==> src/rtl/lcd_write_arbiter.sv <==
// Two-requester round-robin arbiter driving a 4-bit HD44780-style LCD write (two nibble strobes, then settle wait).
// gnt is a same-cycle accept in IDLE only; requests seen while busy stay pending until the FSM returns to IDLE.
module lcd_write_arbiter #(
  parameter int T_SETUP    = 2,
  parameter int T_EN       = 12,
  parameter int T_GAP      = 50,
  parameter int T_WAIT     = 2000,
  parameter int T_CLR_WAIT = 82000
) (
  input  logic       clk,
  input  logic       reset,
  input  logic       req0,
  input  logic       req1,
  input  logic       rs0,
  input  logic       rs1,
  input  logic [7:0] data0,
  input  logic [7:0] data1,
  output logic       gnt0,
  output logic       gnt1,
  output logic       done,
  output logic       busy,
  output logic [3:0] SF_D,
  output logic       LCD_E,
  output logic       LCD_RS,
  output logic       LCD_RW
);

  localparam int MAX_WAIT  = (T_WAIT > T_CLR_WAIT) ? T_WAIT : T_CLR_WAIT;
  localparam int MAX_STRB  = (T_EN > T_SETUP) ? T_EN : T_SETUP;
  localparam int MAX_SHORT = (T_GAP > MAX_STRB) ? T_GAP : MAX_STRB;
  localparam int MAX_T     = (MAX_WAIT > MAX_SHORT) ? MAX_WAIT : MAX_SHORT;
  localparam int CNT_W     = ($clog2(MAX_T + 1) > 17) ? $clog2(MAX_T + 1) : 17;

  localparam logic [CNT_W-1:0] LD_SETUP = CNT_W'(T_SETUP - 1);
  localparam logic [CNT_W-1:0] LD_EN    = CNT_W'(T_EN - 1);
  localparam logic [CNT_W-1:0] LD_GAP   = CNT_W'(T_GAP - 1);
  localparam logic [CNT_W-1:0] LD_WAIT  = CNT_W'(T_WAIT - 1);
  localparam logic [CNT_W-1:0] LD_CLR   = CNT_W'(T_CLR_WAIT - 1);
  localparam logic [CNT_W-1:0] CNT_ONE  = CNT_W'(1);

  typedef enum logic [3:0] {
    IDLE,
    HI_SETUP,
    HI_EN,
    HI_HOLD,
    GAP,
    LO_SETUP,
    LO_EN,
    LO_HOLD,
    WAIT
  } state_t;

  state_t           state_q, state_d;
  logic [CNT_W-1:0] cnt_q, cnt_d;
  logic             ptr_q, ptr_d;
  logic             rs_q, rs_d;
  logic [7:0]       data_q, data_d;
  logic             pick1;
  logic             last;
  logic             is_clr;

  // ptr_q=1 gives requester 1 priority on a tie; a lone request always wins.
  assign pick1  = req1 & (~req0 | ptr_q);
  assign last   = (cnt_q == '0);
  assign is_clr = ~rs_q & (data_q == 8'h01);

  always_comb begin
    state_d = state_q;
    cnt_d   = cnt_q;
    ptr_d   = ptr_q;
    rs_d    = rs_q;
    data_d  = data_q;
    gnt0    = 1'b0;
    gnt1    = 1'b0;
    done    = 1'b0;

    if (state_q != IDLE && !last) begin
      cnt_d = cnt_q - CNT_ONE;
    end

    case (state_q)
      IDLE: begin
        // gnt is combinational from req, so it must be masked while reset is held.
        if (reset && (req0 || req1)) begin
          gnt0    = ~pick1;
          gnt1    = pick1;
          rs_d    = pick1 ? rs1 : rs0;
          data_d  = pick1 ? data1 : data0;
          ptr_d   = ~pick1;
          state_d = HI_SETUP;
          cnt_d   = LD_SETUP;
        end
      end
      HI_SETUP: if (last) begin state_d = HI_EN;    cnt_d = LD_EN;    end
      HI_EN:    if (last) begin state_d = HI_HOLD;  cnt_d = '0;       end
      HI_HOLD:  if (last) begin state_d = GAP;      cnt_d = LD_GAP;   end
      GAP:      if (last) begin state_d = LO_SETUP; cnt_d = LD_SETUP; end
      LO_SETUP: if (last) begin state_d = LO_EN;    cnt_d = LD_EN;    end
      LO_EN:    if (last) begin state_d = LO_HOLD;  cnt_d = '0;       end
      LO_HOLD: begin
        if (last) begin
          state_d = WAIT;
          cnt_d   = is_clr ? LD_CLR : LD_WAIT;
        end
      end
      WAIT: begin
        done = last;
        if (last) begin
          state_d = IDLE;
          cnt_d   = '0;
        end
      end
      default: begin
        state_d = IDLE;
        cnt_d   = '0;
      end
    endcase
  end

  always_ff @(posedge clk or negedge reset) begin
    if (!reset) begin
      state_q <= IDLE;
      cnt_q   <= '0;
      ptr_q   <= 1'b0;
      rs_q    <= 1'b0;
      data_q  <= 8'h00;
    end else begin
      state_q <= state_d;
      cnt_q   <= cnt_d;
      ptr_q   <= ptr_d;
      rs_q    <= rs_d;
      data_q  <= data_d;
    end
  end

  // Outputs decode state_q only, so an async reset drops them within the same cycle.
  always_comb begin
    busy   = (state_q != IDLE);
    LCD_E  = (state_q == HI_EN) || (state_q == LO_EN);
    LCD_RW = 1'b0;
    LCD_RS = 1'b0;
    SF_D   = 4'h0;
    case (state_q)
      HI_SETUP, HI_EN, HI_HOLD: begin
        SF_D   = data_q[7:4];
        LCD_RS = rs_q;
      end
      GAP: LCD_RS = rs_q;
      LO_SETUP, LO_EN, LO_HOLD: begin
        SF_D   = data_q[3:0];
        LCD_RS = rs_q;
      end
      default: ;
    endcase
  end

endmodule

==> config.mk <==
export PLATFORM = sky130hd
export DESIGN_NAME = lcd_write_arbiter
export DESIGN_NICKNAME = d
export VERILOG_FILES = /design/src/rtl/lcd_write_arbiter.sv
export SDC_FILE = /design/constraint.sdc
export NUM_CORES = 1
export LEC_CHECK = 0
export ABC_AREA = 1
export CAP_MARGIN = 20
export CORE_UTILIZATION = 50
export DETAILED_ROUTE_END_ITERATION = 7
export PLACE_DENSITY_LB_ADDON = 0.3
export SLEW_MARGIN = 5
export SYNTH_ARGS = -nofsm -noshare
export SYNTH_HDL_FRONTEND = slang
export SYNTH_SLANG_ARGS = --single-unit
==> constraint.sdc <==
create_clock -name clk -period 1.6 [get_ports clk]
set_input_delay 0.48 -clock clk [delete_from_list [all_inputs] [get_ports clk]]
set_output_delay 0.48 -clock clk [all_outputs]
set_load 0.1 [all_outputs]
; ---- Word level (Yosys, flattened, before mapping)
; Index checks and enable logic that the tools add are counted.
[totals]
ff_bits = 31
input_bits = 22
[op_classes]
n_addsub = 1
n_eq_ne = 18
muxes = 28
n_bitwise = 6
reduce_logical = 15
[ops]
columns = operator, count
row1 = 17-bit two-way mux, 8
row2 = 17-bit one-hot mux with 6 select lines, 1
row3 = 4-bit two-way mux, 9
row4 = 4-bit one-hot mux with 9 select lines, 1
row5 = "2-bit != test, second input constant", 9
row6 = 17-bit zero test, 1
row7 = "17-bit by 1-bit subtractor with 17-bit output, second input constant", 1
row8 = "4-bit by 3-bit equality test with 1-bit output, second input constant", 4
row9 = 9-bit AND reduction, 1
row10 = 3-bit OR reduction, 3
row11 = "4-bit by 2-bit equality test with 1-bit output, second input constant", 2
row12 = "8-bit by 1-bit equality test with 1-bit output, second input constant", 1
row13 = 8-bit two-way mux, 1
row14 = 4-bit one-hot mux with 2 select lines, 1
row15 = 1-bit two-way mux, 7
row16 = 7-bit OR reduction, 1
row17 = "4-bit by 1-bit equality test with 1-bit output, second input constant", 1
row18 = "4-bit equality test, second input constant", 1
row19 = 4-bit zero test, 1
row20 = 4-bit nonzero test, 1
row21 = 1-bit inverter, 3
row22 = 1-bit AND, 2
row23 = 1-bit logical AND, 2
row24 = 1-bit logical OR, 2
row25 = other kinds (4), 4

; ---- Longest topological paths before layout
[logic_depth]
ltp_word = 6
ltp_mapped = 13
mapped_depth_nobuf = 13

; ---- Worst setup path before layout
; OpenSTA, ideal clock, no wires.
[synth_timing]
path_type = register -> output
startpoint = register state_q[2]
endpoint = output port LCD_RS
arrival_time_ns = 2.753
setup_slack_ns = -1.633
stages_incl_launch_ff = 3
cell_sequence = dfrtp_1 > inv_1 > a211oi_1
[synth_between]
elab_chain_cells = 3
word_cells_on_any_way = 9
[synth_rtl]
columns = item, line
row1 = "start, declared", 53  ; state_t state_q, state_d;
row2 = "start signal, assigned", 128  ; state_q <= state_d;
row3 = 4-bit by 2-bit equality test with 1-bit output (tied with other cells), 143  ; case (state_q)
row4 = 7-bit OR reduction (no line) *, --
row5 = 1-bit two-way mux *, 143
row6 = "end, declared", 24  ; output logic LCD_RS,
; Every way passes the cells marked *; elsewhere a longest branch is shown, timed or not.

; ---- Final worst setup path
[layout_timing]
startpoint = register cnt_q[0]
endpoint = output port done
[layout_between]
elab_chain_cells = 2
[layout_rtl]
columns = item, line
row1 = "start, declared", 54  ; logic [CNT_W-1:0] cnt_q, cnt_d;
row2 = "start signal, assigned", 129  ; cnt_q <= cnt_d;
row3 = 17-bit zero test, 64  ; assign last = (cnt_q == '0);
row4 = 1-bit two-way mux, 81  ; case (state_q)
row5 = "end, declared", 20  ; output logic done,
; No other way between the ends.

==> flow_summary.json <==
{
  "cts_buffers": 5,
  "worst-path-buf-inv": 3,
  "max_stage_delay_ns": 0.41,
  "syn_to_final_growth_pct": 65.9,
  "crit_path_end_kind": "output pin",
  "syn_nets": 361,
  "routed_wl_um": 10600,
  "grtUsageTotal_pct": 34.2,
  "grt_start_max_net_pins": 32,
  "row_count": 24,
  "layout.nets": 465,
  "ys_types": 37,
  "grt_pass1_wl_um": 13100,
  "post-route-drc-count": 0,
  "setup_viol": 31,
  "worst_pin_slew_ns": 0.504,
  "cp_cell_sequence": "inv_2 > ha_4 > inv_2 > nor2_2 > nand2_2 > nor2_8 > nand2_4 > nor2_4 > buf_12",
  "rsz0062_at_grt": "true",
  "place.gp.congestion": 0.887,
  "grt_pass1_vias": 2874,
  "critical_path_required_ns": 1.12,
  "cp_slowest_cell": "dfrtp_1",
  "antenna_cells": 0,
  "root_buffer": "clkbuf_8",
  "async_flop_share_pct": 100,
  "crit_family": "simple AND/OR/NAND/NOR gates",
  "clk_latency_ns": 0.30,
  "cp-start-kind": "flop",
  "ff2ff_path_depth": 14,
  "place.port_buffers": 31,
  "coreArea_um2": 4440,
  "postLayoutCoreUtil_pct": 88.4,
  "fp.dieH_um": 70.8,
  "clockBufferDepth": 2,
  "clkTransAtPathRegs_ns": 0.07,
  "htreeDepth": 2,
  "syn_inst": 337,
  "hold_path.class": "in2async",
  "mostFrequentLayoutCell": "nand2_1",
  "finalHoldViolCount": 0,
  "dieArea_um2": 5020,
  "cts_sinks": 31,
  "cts_tree": "done",
  "reg2reg_to": "cnt_q[1]$_DFF_PN0_",
  "io_pins": 33,
  "clock.fmax_ghz": 0.456,
  "initial_core_util_pct": 53.3,
  "skew_ns": 0.00647,
  "cp_max_fo": 2,
  "outcome": "complete, but fails checks",
  "hold-worst-slack_ns": 0.472,
  "overflow": 0,
  "dr.pass1.iters": 7,
  "path_class": "reg2out",
  "period_needed_ns": 2.19,
  "reg2reg_slack_ns": -0.42,
  "synth_ff_type": "dfrtp_1",
  "vias": 3086,
  "synth.avg_cell_area_um2": 7.03,
  "dieWidth_um": 70.8,
  "wire_per_inst_um": 21.5,
  "finalCritPeriodShare_pct": 137,
  "via_per_inst": 6.25,
  "first_iter_violations": 394,
  "grt_antenna_before_repair": 0,
  "drive_gt1_share_pct": 44.1,
  "seq_area_frac_synth_pct": 32.8,
  "ys_warn_count": 0,
  "violations": "setup timing",
  "ys_seq_elements": 31,
  "dp_hpwl_um": 5080,
  "crit_top_cell": "inv_2",
  "drv_slew": 0,
  "arrival_ns": 1.71,
  "r2r-start": "cnt_q[0]$_DFF_PN0_",
  "maxCapViolCount": 0,
  "syn_area_um2": 2370,
  "relSlewSlack_pct": 66.1,
  "most-common-layout-cells": "nand2_1 (85), buf_4 (51), inv_1 (37)",
  "synth_edf_count": 0,
  "detail-route-antenna-nets": 0,
  "final.setup.worst_slack_ns": -0.592
}
## kinds of logic (layout without fill, tap and decap cells)
group	after synthesis	after routing	share of synthesized area, %
adder cells (fa/ha/maj)	2	2	1.06
XOR/XNOR	4	4	1.48
buffers and inverters	55	158	10.9
AND/OR/NAND/NOR	210	212	44.1
other	1	1	0.158
AO/OA/AOI/OAI	34	34	9.56
flip-flops	31	31	32.8
## worst register-to-register path, stage by stage (launching register included)
cell,delay (ns)
dfrtp_1,0.41
inv_2,0.10
ha_4,0.14
inv_2,0.03
nor2_2,0.10
nand2_2,0.10
nor2_8,0.14
nand2_4,0.08
buf_4,0.15
buf_12,0.15
buf_8,0.14
nand3b_1,0.12
nand3_1,0.14
nand2_2,0.09
inv_1,0.04
## flip-flops by register name, summed over array words and instances (netlist names)
signal	count
rs_q	1
cnt_q	17
state_q	4
data_q	8
ptr_q	1
## per-layer routing
layer  wire, µm  track usage (%)
met3        875             6.84
met1       3720             39.2
met4        810             19.8
met5          0                0
met2       5220             59.5
## how the worst max path moves through the flow
stage | startpoint | endpoint | slack (ns) | cells after the start
after floorplan | cnt_q[0]$_DFF_PN0_ | done | -0.54 | 9
after global routing | cnt_q[0]$_DFF_PN0_ | done | -0.64 | 9
after CTS | cnt_q[1]$_DFF_PN0_ | done | -0.48 | 9
final | cnt_q[0]$_DFF_PN0_ | done | -0.59 | 9
after detailed placement | req1 | gnt0 | -0.60 | 6
after global placement | req1 | gnt1 | -0.53 | 6
## cells in the mapped netlist, types with 5 or more instances
cell / count / area share, %
nand2_1: 107 / 17
inv_1: 43 / 6.8
dfrtp_1: 31 / 33
nor2_1: 29 / 4.6
nand3_1: 26 / 5.5
nand2_2: 18 / 4.8
o211ai_1: 10 / 3.2
nand3_2: 7 / 3.0
nor2_2: 5 / 1.3
nor2_4: 5 / 2.4
o21ai_0: 5 / 1.1
## per-stage QoR
stage / TNS, ns / std cells / worst slack, ns / cell area, µm²
finish: -10.45 / 494 / -0.592 / 3930
global route: -11.86 / 494 / -0.638 / 3930
CTS: -6.47 / 486 / -0.477 / 3690
detailed placement: -14.42 / 464 / -0.605 / 3310
global placement: -12.74 / 464 / -0.527 / 3310
floorplan: -1.86 / 337 / -0.535 / 2520
## area by class of cell
type	instances	area, µm²
Sequential cell	31	778
Timing Repair Buffer	101	1030
Multi-Input combinational cell	253	1750
Timing Repair inverter	1	8.76
Tap cell	52	65.1
Fill cell	178	514
Clock inverter	1	5.00
Inverter	48	215
Clock buffer	7	76.3
## repair_timing
action | CTS | global route
hold buffers | 0 | 0
buffers inserted | 19 | 12
pin swaps | 30 | 28
setup endpoints to repair | 39 | 31
resized for setup | 54 | 47
gates cloned | 2 | 1
Power is not shown: default switching activity piles up to over one toggle a cycle in this logic, so the estimate is an artifact.
